`src/rtl/console_pkg.sv`:
```
// Shared state encoding and character codes for the text console writer.
package console_pkg;

  typedef enum logic [1:0] {
    CLR_ALL = 2'd0,
    IDLE    = 2'd1,
    CLR_ROW = 2'd2
  } console_state_t;

  localparam logic [7:0] CH_CR    = 8'h0D;
  localparam logic [7:0] CH_LF    = 8'h0A;
  localparam logic [7:0] CH_BS    = 8'h08;
  localparam logic [7:0] CH_FF    = 8'h0C;
  localparam logic [7:0] CH_BLANK = 8'h20;
  localparam logic [7:0] PRINT_LO = 8'h20;
  localparam logic [7:0] PRINT_HI = 8'h7E;

  function automatic logic is_printable(input logic [7:0] b);
    return (b >= PRINT_LO) && (b <= PRINT_HI);
  endfunction

endpackage

```
`src/rtl/vm_clear_seq.sv`:
```
// Cell pointer generator for blanking either the whole screen or a single row.
module vm_clear_seq #(
  parameter int unsigned COLS  = 32,
  parameter int unsigned ROWS  = 30,
  parameter int unsigned COL_W = 5,
  parameter int unsigned ROW_W = 5
) (
  input  logic             clk_50mhz,
  input  logic             rst_n,
  input  logic             start,
  input  logic             row_only,
  input  logic [ROW_W-1:0] row,
  output logic [ROW_W-1:0] ptr_row,
  output logic [COL_W-1:0] ptr_col,
  output logic             busy,
  output logic             last
);

  localparam logic [COL_W-1:0] COL_LAST = COL_W'(COLS - 1);
  localparam logic [ROW_W-1:0] ROW_LAST = ROW_W'(ROWS - 1);

  logic row_only_q;

  assign last = busy && (ptr_col == COL_LAST) && (row_only_q || (ptr_row == ROW_LAST));

  // Reset leaves a full-screen clear armed at (0,0).
  always_ff @(posedge clk_50mhz) begin
    if (!rst_n) begin
      busy       <= 1'b1;
      row_only_q <= 1'b0;
      ptr_row    <= '0;
      ptr_col    <= '0;
    end else if (start) begin
      busy       <= 1'b1;
      row_only_q <= row_only;
      ptr_row    <= row_only ? row : '0;
      ptr_col    <= '0;
    end else if (busy) begin
      if (last) begin
        busy <= 1'b0;
      end else if (ptr_col == COL_LAST) begin
        ptr_col <= '0;
        ptr_row <= (ptr_row == ROW_LAST) ? '0 : ptr_row + ROW_W'(1);
      end else begin
        ptr_col <= ptr_col + COL_W'(1);
      end
    end
  end

endmodule

```
`src/rtl/text_console_writer.sv`:
```
// Byte stream to character-cell video RAM writer with cursor, control codes and screen/row clearing.
module text_console_writer
  import console_pkg::*;
#(
  parameter int unsigned COLS   = 32,
  parameter int unsigned ROWS   = 30,
  parameter int unsigned COL_W  = 5,
  parameter int unsigned ROW_W  = 5,
  parameter int unsigned ADDR_W = 12
) (
  input  logic              clk_50mhz,
  input  logic              rst_n,
  input  logic              char_valid,
  input  logic [7:0]        char_data,
  output logic              char_ready,
  output logic              vm_we,
  output logic [ADDR_W-1:0] vm_addr,
  output logic [7:0]        vm_din,
  output logic [ROW_W-1:0]  cursor_row,
  output logic [COL_W-1:0]  cursor_col
);

  localparam logic [COL_W-1:0] COL_LAST = COL_W'(COLS - 1);
  localparam logic [ROW_W-1:0] ROW_LAST = ROW_W'(ROWS - 1);

  console_state_t    state, state_nx;
  logic [ROW_W-1:0]  row_nx, row_inc;
  logic [COL_W-1:0]  col_nx;
  logic              we_nx;
  logic [ADDR_W-1:0] addr_nx;
  logic [7:0]        din_nx;
  logic              accept, newline;
  logic              seq_start, seq_row_only, seq_busy, seq_last;
  logic [ROW_W-1:0]  ptr_row;
  logic [COL_W-1:0]  ptr_col;

  function automatic logic [ADDR_W-1:0] cell_addr(input logic [ROW_W-1:0] r,
                                                  input logic [COL_W-1:0] c);
    logic [ADDR_W-1:0] a;
    a = '0;
    a[COL_W +: ROW_W] = r;
    a[COL_W-1:0]      = c;
    return a;
  endfunction

  assign accept  = char_valid && char_ready;
  assign row_inc = (cursor_row == ROW_LAST) ? '0 : cursor_row + ROW_W'(1);

  vm_clear_seq #(
    .COLS  (COLS),
    .ROWS  (ROWS),
    .COL_W (COL_W),
    .ROW_W (ROW_W)
  ) u_clear (
    .clk_50mhz (clk_50mhz),
    .rst_n     (rst_n),
    .start     (seq_start),
    .row_only  (seq_row_only),
    .row       (row_inc),
    .ptr_row   (ptr_row),
    .ptr_col   (ptr_col),
    .busy      (seq_busy),
    .last      (seq_last)
  );

  always_comb begin
    state_nx     = state;
    row_nx       = cursor_row;
    col_nx       = cursor_col;
    we_nx        = 1'b0;
    addr_nx      = vm_addr;
    din_nx       = vm_din;
    seq_start    = 1'b0;
    seq_row_only = 1'b0;
    newline      = 1'b0;
    unique case (state)
      CLR_ALL, CLR_ROW: begin
        we_nx   = seq_busy;
        addr_nx = cell_addr(ptr_row, ptr_col);
        din_nx  = CH_BLANK;
        if (seq_last || !seq_busy) begin
          state_nx = IDLE;
          if (state == CLR_ALL) begin
            row_nx = '0;
            col_nx = '0;
          end
        end
      end
      IDLE: begin
        if (accept) begin
          if (is_printable(char_data)) begin
            we_nx   = 1'b1;
            addr_nx = cell_addr(cursor_row, cursor_col);
            din_nx  = char_data;
            if (cursor_col == COL_LAST) newline = 1'b1;
            else                        col_nx  = cursor_col + COL_W'(1);
          end else if (char_data == CH_CR) begin
            col_nx = '0;
          end else if (char_data == CH_LF) begin
            newline = 1'b1;
          end else if (char_data == CH_BS) begin
            if (cursor_col != '0) begin
              col_nx  = cursor_col - COL_W'(1);
              we_nx   = 1'b1;
              addr_nx = cell_addr(cursor_row, cursor_col - COL_W'(1));
              din_nx  = CH_BLANK;
            end
          end else if (char_data == CH_FF) begin
            row_nx    = '0;
            col_nx    = '0;
            state_nx  = CLR_ALL;
            seq_start = 1'b1;
          end
          // A printable in the last column writes its own cell first; the row clear follows.
          if (newline) begin
            col_nx       = '0;
            row_nx       = row_inc;
            state_nx     = CLR_ROW;
            seq_start    = 1'b1;
            seq_row_only = 1'b1;
          end
        end
      end
      default: state_nx = CLR_ALL;
    endcase
  end

  // char_ready lags entry into IDLE by one cycle so it rises after the final clear write.
  always_ff @(posedge clk_50mhz) begin
    if (!rst_n) begin
      state      <= CLR_ALL;
      cursor_row <= '0;
      cursor_col <= '0;
      char_ready <= 1'b0;
      vm_we      <= 1'b0;
      vm_addr    <= '0;
      vm_din     <= '0;
    end else begin
      state      <= state_nx;
      cursor_row <= row_nx;
      cursor_col <= col_nx;
      char_ready <= (state == IDLE) && (state_nx == IDLE);
      vm_we      <= we_nx;
      vm_addr    <= addr_nx;
      vm_din     <= din_nx;
    end
  end

endmodule

```
`config.mk`:
```
export PLATFORM = sky130hd
export DESIGN_NAME = text_console_writer
export DESIGN_NICKNAME = d
export VERILOG_FILES = /design/src/rtl/console_pkg.sv /design/src/rtl/vm_clear_seq.sv /design/src/rtl/text_console_writer.sv
export SDC_FILE = /design/constraint.sdc
export NUM_CORES = 1
export LEC_CHECK = 0
export BUFFER_PORTS_ARGS = -buffer_cell sky130_fd_sc_hd__buf_2
export CORE_MARGIN = 2
export CORE_UTILIZATION = 30
export DETAILED_ROUTE_END_ITERATION = 10
export SLEW_MARGIN = 10
export SYNTH_ARGS = -nofsm -noshare
export SYNTH_HDL_FRONTEND = slang
export SYNTH_HIERARCHICAL = 1
export SYNTH_SLANG_ARGS = --single-unit
```
`constraint.sdc`:
```
create_clock -name clk_50mhz -period 2.9 [get_ports clk_50mhz]
set_input_delay 0.145 -clock clk_50mhz [delete_from_list [all_inputs] [get_ports clk_50mhz]]
set_output_delay 0.145 -clock clk_50mhz [all_outputs]
set_load 0.1 [all_outputs]
```
== Word level (Yosys, flattened, before mapping) ==
Index checks and enable logic that the tools add are counted.
Widths: inputs -> output; s select.

* Div/mod/pow operators: 0
* Add/subtract/negate cells: 5
* Bitwise operators: 2
* Order comparisons: 2
* Equality and inequality tests: 28
* Multipliers: 0
* Shift-type cells: 0
* Mux-type cells: 76
* Reductions and logical operators: 20

{| class="wikitable"
|+ Operator list
! kind !! number
|-
| $mux 5 || 25
|-
| $mux 12 || 6
|-
| $mux 8 || 6
|-
| $eq 8x4->1 const B || 4
|-
| $ne 3x3->1 const B || 9
|-
| $mux 1 || 25
|-
| $pmux 12 s2 || 1
|-
| $add 5x1->5 const B || 4
|-
| $eq 5x5->1 const B || 4
|-
| $pmux 5 s2 || 2
|-
| $mux 2 || 8
|-
| $pmux 8 s2 || 1
|-
| $ne 6x6->1 const B || 2
|-
| $reduce_and 9->1 || 1
|-
| $ge 8x6->1 const B || 1
|-
| $le 8x7->1 const B || 1
|-
| $ne 2x2->1 const B || 4
|-
| $reduce_and 8->1 || 1
|-
| $reduce_and 6->1 || 1
|-
| $reduce_bool 2->1 || 3
|-
| $logic_and 1x1->1 || 5
|-
| $ne 5x5->1 const B || 1
|-
| $reduce_bool 5->1 || 1
|-
| $sub 5x1->5 const B || 1
|-
| other kinds (12) || 16
|}

* Word-level logic and storage cells: 144
* Bits of input ports: 11
* Memories: 0
* Bits in read-only memories: 0
* Bits in writable memories: 0
* Bits in registers: 46
* Output and inout bits: 32
* Bits in latches: 0

== Logic depth before layout (Yosys ltp) ==
Gate-level depths: netlist (run 1).

* Depth in word-level cells: 11
* Gate-level depth with buffers: 10

== Hierarchy ==
Netlist (run 1), hierarchy kept.

{| class="wikitable"
|+ By module, submodules not included
! module !! cells each !! area each (µm²) !! instances
|-
| text_console_writer || 230 || 1859.3 || 1
|-
| vm_clear_seq || 70 || 650.6 || 1
|}

== Worst setup path after synthesis (run 1) ==
Ideal clock, no wire load.

* Path kind: register -> register
* From: register cursor_col[0]
* To: register vm_din[0]
* Cell stages (with the launch flop): 9
* Arrival: 2.786 ns
* Clock period less this slack: 2.905 ns
* Path buffers: 1
* Path slack: -0.005 ns
* Cell sequence: dfxtp_1 > inv_1 > ha_1 > nor4b_1 > or4b_4 > and3_1 > buf_2 > a22oi_1 > nor2b_1

* Cells in the longest elaborated chain, start to end: 3

{| class="wikitable"
|+ Ends and longest elaborated chain
! item !! line !! source
|-
| start: declaration || text_console_writer.sv:20 || <nowiki>output logic [COL_W-1:0] cursor_col</nowiki>
|-
| start signal: assignment || text_console_writer.sv:141 || <nowiki>cursor_col <= col_nx;</nowiki>
|-
| $reduce_bool 5->1 || text_console_writer.sv:102 || <nowiki>if (cursor_col != '0) begin</nowiki>
|-
| $ne 3x3->1 (no line) || -- ||
|-
| $reduce_and 6->1 (no line) || -- ||
|-
| end signal: assignment || text_console_writer.sv:145 || <nowiki>vm_din <= din_nx;</nowiki>
|-
| end: declaration || text_console_writer.sv:18 || <nowiki>output logic [7:0] vm_din,</nowiki>
|}

Every way passes these cells.
A chain may end at the register's enable or synchronous reset.

== Worst setup path after layout (run 1) ==
* From: register cursor_col[0]
* To: register cursor_col[0]

* Cells in the longest elaborated chain, start to end: 9

{| class="wikitable"
|+ Ends and longest elaborated chain
! item !! line !! source
|-
| $sub 5x1->5 || text_console_writer.sv:103 || <nowiki>col_nx = cursor_col - COL_W'(1);</nowiki>
|-
| $mux 5 || text_console_writer.sv:102 ||
|-
| $mux 5 || text_console_writer.sv:101 || <nowiki>end else if (char_data == CH_BS) begin</nowiki>
|-
| $mux 5 || text_console_writer.sv:99 || <nowiki>end else if (char_data == CH_LF) begin</nowiki>
|-
| $mux 5 || text_console_writer.sv:97 || <nowiki>end else if (char_data == CH_CR) begin</nowiki>
|-
| $mux 5 || text_console_writer.sv:91 || <nowiki>if (is_printable(char_data)) begin</nowiki>
|-
| $mux 5 || text_console_writer.sv:115 || <nowiki>if (newline) begin</nowiki>
|-
| $mux 5 || text_console_writer.sv:90 || <nowiki>if (accept) begin</nowiki>
|-
| $pmux 5 s2 || text_console_writer.sv:76 || <nowiki>unique case (state)</nowiki>
|}

Several ways; a longest one is shown, not always the timed one. The select of a mux whose other input is x is not followed.

==> results of run 1 <==
## registers in the layout (all words and copies together), names as in the netlist
register / cells
char_ready: 1
cursor_col: 5
cursor_row: 5
state: 2
u_clear/busy: 1
u_clear/ptr_col: 5
u_clear/ptr_row: 5
u_clear/row_only_q: 1
vm_addr: 10
vm_din: 8
vm_we: 1
## placed cells by master, fill, tap and decap left out, types with 6 or more instances in the layout
cell type  instances
clkbuf_8           6
o211a_1            7
nor2b_1            9
nand2_1           36
xnor2_1            6
a21oi_1            7
dfxtp_1           43
ha_1              10
buf_2             40
nor3_1             9
nor2_1            20
a22oi_1            8
o21ai_1           10
o21ai_0            8
nand3_1           18
inv_1             10
## layer usage
| layer | global-route usage | wire length, microns | vias up |
|---|---|---|---|
| li1 | - | - | 1177 |
| met1 | 0.200 | 3200 | 1137 |
| met2 | 0.233 | 2990 | 51 |
| met3 | 0.0150 | 265 | 6 |
| met4 | 0.0548 | 80 | 0 |
| met5 | 0 | 0 | - |
## layout make-up
class,count,area share
multi-input combinational,230,0.519
sequential,44,0.301
timing repair buffer,45,0.0812
tap,105,0.0449
clock buffer,6,0.0282
clock inverter,2,0.0132
inverter,10,0.0128
## worst max-delay path by stage
stage             startpoint             to  slack (ns)  depth (start not counted)
2_1_floorplan  cursor_col[1]      vm_din[0]        0.06                          8
3_3_place_gp    char_data[4]     vm_addr[4]        0.54                          6
3_5_place_dp    char_data[4]     vm_addr[4]        0.49                          6
4_1_cts        cursor_col[0]  cursor_col[0]        0.57                          7
5_1_grt        cursor_col[1]  cursor_col[3]        0.26                          7
6_report       cursor_col[0]  cursor_col[0]        0.57                          7
## stage by stage
step	worst slack [ns]	instances
after detailed placement	0.493	434
after floorplan	0.0589	301
after global routing	0.259	442
final	0.571	442
after global placement	0.543	434
after CTS	0.570	442
## critical path: stages (launching register included)
cell	delay (ns)
dfxtp_2	0.36
inv_1	0.14
ha_1	0.15
nor4b_1	0.36
nor3_1	0.15
o41ai_1	0.88
nand2_1	0.11
o31ai_1	0.09
## cell families (layout without fill, tap and decap cells)
group,Yosys count,in the layout,synth area share
mux,2,2,0.00798
other cells,1,2,0.00149
fa+ha+maj,10,10,0.0499
compound gates,86,86,0.269
flops,44,44,0.351
xor+xnor,7,7,0.0244
buf+inv,27,63,0.0454
simple gates,123,123,0.251
## power by group through the flow
stage	Combinational [W]	Sequential, W	Clock, W
after floorplan	0.0000531	0.000656	0
after global placement	0.000105	0.000631	0
after detailed placement	0.000106	0.000631	0
after CTS	0.000107	0.000617	0.000523
after global routing	0.000115	0.000619	0.000545
final	0.000107	0.000617	0.000509
## Yosys cell counts (3+ instances only)
master	count
clkbuf_1	11
o211a_1	7
buf_2	4
nand2_1	36
o31ai_1	4
a32oi_1	5
nand3_1	18
o21ai_1	10
nor3_1	9
nor2b_1	9
o21ai_0	8
a21boi_0	3
ha_1	10
nand4_1	4
and3_1	5
nand2b_1	5
inv_1	10
o211ai_1	5
a22oi_1	8
a21oi_1	7
nor2_1	20
xnor2_1	6
nor3b_1	3
dfxtp_1	44
a22o_1	5
==> impl_metrics.ini, run 1 <==
[run_status]
status = finished clean

[clock_network]
clock_latency_ns = 0.31
numCtsBuffers = 5
cts_resized = 0
cts_hold_buf = 0
clockBufferDepth = 2
ctsRootBufferMaster = clkbuf_8
cts_tree = yes
htree_levels = 2
post_cts_buffers = 0
clkTransAtPathRegs_ns = 0.09
clock-sinks = 44

[power_and_ir_drop]
p_comb_frac = 0.086
p_sw_frac = 0.253
p_seq_frac = 0.501
p_int_w = 0.000921
p_clk_frac = 0.413
peakVddDrop_v = 0.000193
leakage_nw = 1.20
p_switching_w = 0.000312
p_per_area_nw_per_um2 = 421
finalPower_w = 0.00123

[routing]
dr.first_iter.drc_count = 133
vias = 2371
avgRoutedWirePerCell_microns = 14.8
ant_nets = 0
drtPass1Iterations = 4
viasPerCell = 5.36
drc_errors = 0
wirelength_microns = 6540

[setup_path]
worstSetupPathType = reg2reg
cp_max_fo = 8
critPathArrivalTime_ns = 2.54
reg2reg_depth = 7
endpoint_kind = flip-flop
setup.worst_path.start_class = flip-flop
r2r-start = cursor_col[0]
worstPathRequired_ns = 3.11
ff2ff_setup_slack_ns = 0.57
regToRegEndpoint = cursor_col[0]

[layout]
multiInputGateArea_sq_um = 1520
post-route-util = 0.358
fill_cells = 846
nNetsFinal = 357
area_growth_pct = 16.7
post-route-cell-area_sq_um = 2930
drive_gt1_frac = 0.196
antennaDiodeCount = 0
regArea_sq_um = 882

[timing]
final-setup-viol-count = 0
max_freq_ghz = 0.429
slew_viol_final = 0
maxSlewHeadroom = 0.335
hold_ws_ns = 0.152
rsz0062_at_grt = no
final.period_utilization = 0.803
tightest_slew_ns = 0.985
hold_viol_final = 0
timing.final.crit_period_ns = 2.33
skew_ns = 0.0116
fin_tns_setup_ns = 0

[floorplan]
die_w_microns = 95.5
die_h_microns = 95.5
io_pins = 43
die_area_sq_um = 9110
coreArea_sq_um = 8180
rows = 33
start_util = 0.307

[grt]
grt_start_max_net_pins = 19
grt_overflow_total = 0
grt_pass1_vias = 2073
antenna_found_initial = 0
grt_pass1_wl_microns = 10400
track_usage = 0.145

[place]
io_buffers = 40
place_area_sq_um = 2810
hpwlAfterDp_microns = 4760
routabilityCongestion = 0.832

[min_path]
hold_class = in2reg
whs_path_depth = 3
hold_start = char_data[4]
worstHoldEndpoint = vm_din[4]

[synth]
yosys.area.top_type = dfxtp_1
synth_top_area_frac = 0.351
avgSynthCellArea_sq_um = 8.37
synth_flop_cell = dfxtp_1
yosys_warnings = 6
synth.area.top_cells = dfxtp_1, nand2_1, ha_1, nand3_1, nor2_1
synth_cell_types = 62
synth_seq_cells = 44
synthCells = 300
syn_area_sq_um = 2510
synthArstFlopShare = 0
synth_seq_area_share = 0.351
synth_edf_count = 0

[job]
drv_cap = 0
Note: power is estimated with default switching activity, not from simulation.
==> inputs of run 2 (changes only) <==
Clock period 2.9 ns to 2 ns, I/O delays scaled along.
==> impl_metrics.ini, run 2 (synthesis gave the netlist of run 1 again) <==
[run_status]
status = finished clean

[min_path]
whs_path_depth = 2
hold_start = rst_n
hold_class = in2reg
worstHoldEndpoint = state[1]

[clock_network]
htree_levels = 2
clock_latency_ns = 0.31
numCtsBuffers = 5
clock-sinks = 44
clkTransAtPathRegs_ns = 0.09
cts_hold_buf = 0
cts_tree = yes
ctsRootBufferMaster = clkbuf_8
clockBufferDepth = 2

[routing]
viasPerCell = 5.21
drc_errors = 0
avgRoutedWirePerCell_microns = 14.8
drtPass1Iterations = 4
vias = 2607
wirelength_microns = 7390
ant_nets = 0
dr.first_iter.drc_count = 120

[timing]
maxSlewHeadroom = 0.556
slew_viol_final = 0
tightest_slew_ns = 0.658
hold_ws_ns = 0.148
final.period_utilization = 0.983
hold_viol_final = 0
skew_ns = 0.0108
timing.final.crit_period_ns = 1.97
max_freq_ghz = 0.508
fin_tns_setup_ns = 0
final-setup-viol-count = 0

[floorplan]
die_h_microns = 95.5
coreArea_sq_um = 8180
die_w_microns = 95.5
io_pins = 43
rows = 33
start_util = 0.307
die_area_sq_um = 9110

[place]
routabilityCongestion = 0.883
place_area_sq_um = 3330
hpwlAfterDp_microns = 5510
io_buffers = 40
dp_cells = 488

[setup_path]
worstSetupPathType = reg2reg
regToRegEndpoint = u_clear/row_only_q
critPathSlowestCell = dfxtp_4
critPathArrivalTime_ns = 2.16
setup.worst_path.start_class = flip-flop
endpoint_kind = flip-flop
slowest_delay_ns = 0.39
cp_max_fo = 7
r2r-start = cursor_col[0]
path_cells = ha_4, and3_4, ha_4, o211a_4, nor2_4, nor3_2, buf_6, buf_6, mux2i_2, nor2b_1
ff2ff_setup_slack_ns = 0.03
startpoint = cursor_col[0]
reg2reg_depth = 10
worstPathRequired_ns = 2.19

[layout]
reg_top3 = vm_addr (10), vm_din (8)
drive_gt1_frac = 0.428
post-route-cell-area_sq_um = 3660
antennaDiodeCount = 0
final_cell_count_no_fill = 500
nNetsFinal = 415
area_growth_pct = 45.8
mostFrequentLayoutCells = buf_4, buf_2, nand2_1, dfxtp_1, nand3_1
final_common_cell = buf_4
post-route-util = 0.448
largest-register = vm_addr
largest_reg_flops = 10

[grt]
grt_pass1_vias = 2421
grt_start_max_net_pins = 16
grt_overflow_total = 0
grt_pass1_wl_microns = 11700
track_usage = 0.163
antenna_found_initial = 0

[power_and_ir_drop]
leakage_nw = 1.52
p_per_area_nw_per_um2 = 496
peakVddDrop_v = 0.000284

[job]
drv_cap = 0
## run 2: changes by cell type in the layout (fill, tap and decap cells not counted), moves of 6 or more
cell,before,now
a22oi_1,8,2
a22oi_2,0,6
buf_4,5,59
dfxtp_1,43,34
## run 2: power breakdown
part / internal, W / total [W] / switching, W
logic: 0.0000711 / 0.000203 / 0.000132
clock network: 0.000377 / 0.000723 / 0.000347
registers: 0.000881 / 0.000888 / 0.00000708
## run 2: layout make-up
cell class / instances / area [sq um]
Multi-Input combinational cell: 230 / 1770
Fill cell: 789 / 4520
Tap cell: 105 / 131
Clock buffer: 5 / 68.8
Timing Repair Buffer: 103 / 697
Sequential cell: 44 / 903
Inverter: 10 / 42.5
Clock inverter: 3 / 46.3
## run 2: worst max-delay path by stage
| stage | end | slack, ns | cells past startpoint |
|---|---|---|---|
| 2_1_floorplan | vm_addr[4] | -0.09 | 7 |
| 3_3_place_gp | u_clear/ptr_col[0] | -0.10 | 9 |
| 3_5_place_dp | cursor_col[0] | -0.19 | 7 |
| 4_1_cts | vm_addr[4] | -0.003 | 8 |
| 5_1_grt | cursor_row[1] | -0.03 | 10 |
| 6_report | u_clear/row_only_q | 0.03 | 10 |
## run 2: layer usage
metal / track usage / vias up / part of all wire
met1: 0.207 / 1238 / 0.46
met4: 0.0631 / 0 / 0.022
met5: 0 / - / 0
met2: 0.279 / 58 / 0.48
met3: 0.0221 / 12 / 0.037
li1: - / 1299 / -
## run 2: worst max-delay path: cells and delay by family, from the launching register on
family / cells / cell delay (ns)
compound gates: 1 / 0.17
fa+ha+maj: 2 / 0.26
buf+inv: 2 / 0.29
flops: 1 / 0.39
mux: 1 / 0.23
simple gates: 4 / 0.52
## run 2: through the flow
stage | total power, W | worst slack [ns]
final | 0.00181 | 0.0330
after global routing | 0.00188 | -0.0348
after detailed placement | 0.00109 | -0.189
after CTS | 0.00182 | -0.00335
after floorplan | 0.00102 | -0.0915
after global placement | 0.00109 | -0.104
## run 2: repair_timing
action,in CTS,in global routing
buffers inserted,3,2
endpoints found under the setup margin,17,25
endpoints found under the hold margin,0,0
pin swaps,1,9
gates resized for setup,7,26
==> inputs of run 3 (changes only) <==
Settings changed: CORE_ASPECT_RATIO from default to 1.2, CORE_MARGIN 2 to default.
==> impl_metrics.ini, run 3 (synthesis gave the netlist of run 1 again) <==
[run_status]
status = finished clean

[routing]
avgRoutedWirePerCell_microns = 15.5
vias = 2607
ant_nets = 0
viasPerCell = 5.43
wirelength_microns = 7430
drc_errors = 0
dr.first_iter.drc_count = 129
drtPass1Iterations = 4

[layout]
post-route-util = 0.443
area_growth_pct = 43.0
largest-register = vm_addr
largest_reg_flops = 10
antennaDiodeCount = 0
final_common_cell = buf_4
drive_gt1_frac = 0.418
nNetsFinal = 405
reg_top3 = vm_addr (10), vm_din (8)
mostFrequentLayoutCells = buf_4, buf_2, nand2_1, dfxtp_1

[setup_path]
cp_max_fo = 7
endpoint_kind = flip-flop
crit_top_cell = buf_4
critPathSlowestCell = dfxtp_4
slowest_delay_ns = 0.37
worstPathRequired_ns = 2.21
worstSetupPathType = reg2reg
path_buf_inv = 2
setup.worst_path.start_class = flip-flop
critPathArrivalTime_ns = 2.17
critical_path.top_delay_family = compound AO/OA/AOI/OAI gates
path_cells = ha_4, and3_1, ha_2, o211a_4, buf_4, nor2_2, nor3_2, buf_4, a32oi_1, a21oi_1

[place]
io_buffers = 40
routabilityCongestion = 0.907
hpwlAfterDp_microns = 5410
dp_slack_ns = -0.178

[timing]
maxSlewHeadroom = 0.533
hold_viol_final = 0
max_freq_ghz = 0.510
timing.final.ws_setup_ns = 0.0397
final.period_utilization = 0.980
tightest_slew_ns = 0.697
final-setup-viol-count = 0
skew_ns = 0.0105
rsz0062_at_grt = yes
timing.final.crit_period_ns = 1.96
slew_viol_final = 0

[clock_network]
numCtsBuffers = 5
clockBufferDepth = 2
clock_latency_ns = 0.31
htree_levels = 2
ctsRootBufferMaster = clkbuf_8
clkTransAtPathRegs_ns = 0.10
cts_tree = yes
clock-sinks = 44
cts_hold_buf = 0

[grt]
track_usage = 0.171
grt_start_max_net_pins = 24
antenna_found_initial = 0
grt_overflow_total = 0
grt_pass1_vias = 2480
grt_pass1_wl_microns = 11900

[floorplan]
coreArea_sq_um = 8110
start_util = 0.310
die_w_microns = 85.5
rows = 36
die_h_microns = 102
io_pins = 43
die_area_sq_um = 8740

[job]
drv_cap = 0

[power_and_ir_drop]
peakVddDrop_v = 0.000279
leakage_nw = 1.50
p_per_area_nw_per_um2 = 505

[min_path]
hold_class = in2reg
-- run 3: metrics by stage --
stage / instances / hold WS (ns) / total power [W] / area, sq um / setup TNS (ns)
finish: 480 / 0.160 / 0.00181 / 3590 / 0
global route: 480 / 0.161 / 0.00189 / 3590 / -0.121
CTS: 480 / 0.163 / 0.00182 / 3440 / 0
detailed placement: 469 / 0.452 / 0.00109 / 3270 / -3.45
global placement: 469 / 0.440 / 0.00109 / 3270 / -3.14
floorplan: 301 / 0.228 / 0.00102 / 2660 / -0.929
-- run 3: layer usage --
metal | vias to the layer above | global-route usage | routed length, microns
met4 | 0 | 0.0487 | 89
met1 | 1256 | 0.211 | 3270
met2 | 68 | 0.310 | 3810
met5 | - | 0 | 0
met3 | 7 | 0.0234 | 254
li1 | 1276 | - | -
-- run 3: worst paths after layout --
kind | from | end | slack [ns] | depth (start not counted)
setup reg to reg | cursor_col[1] | u_clear/ptr_row[3] | 0.04 | 10
hold reg to reg | vm_addr[3] | vm_addr[3] | 0.47 | 2
hold / removal | char_data[4] | vm_din[4] | 0.16 | 4
setup / recovery | cursor_col[1] | u_clear/ptr_row[3] | 0.04 | 10
-- run 3: worst reg2reg max path, delay by kind of cell, from the launching register on --
family | cells | cell delay [ns]
flip-flops | 1 | 0.37
AO/OA/AOI/OAI | 3 | 0.43
adder cells (fa/ha/maj) | 2 | 0.34
AND/OR/NAND/NOR | 3 | 0.39
buffers and inverters | 2 | 0.32
-- run 3: final cells by class --
type	instances	area (sq um)
Clock buffer	5	68.8
Clock inverter	3	45.0
Fill cell	787	4520
Inverter	10	42.5
Multi-Input combinational cell	230	1770
Sequential cell	44	905
Tap cell	95	119
Timing Repair Buffer	93	636
-- run 3: where the power goes --
part           internal (W)  total [W]  switching [W]  leakage (nW)
Combinational     0.0000676   0.000198       0.000131          1.07
Clock              0.000378   0.000727       0.000349        0.0591
Sequential         0.000881   0.000888     0.00000735         0.362
-- run 3: timing repair --
action / CTS / global route
buffers inserted: 3 / 2
gates resized for setup: 7 / 28
setup endpoints to repair: 13 / 19
pin swaps: 1 / 10
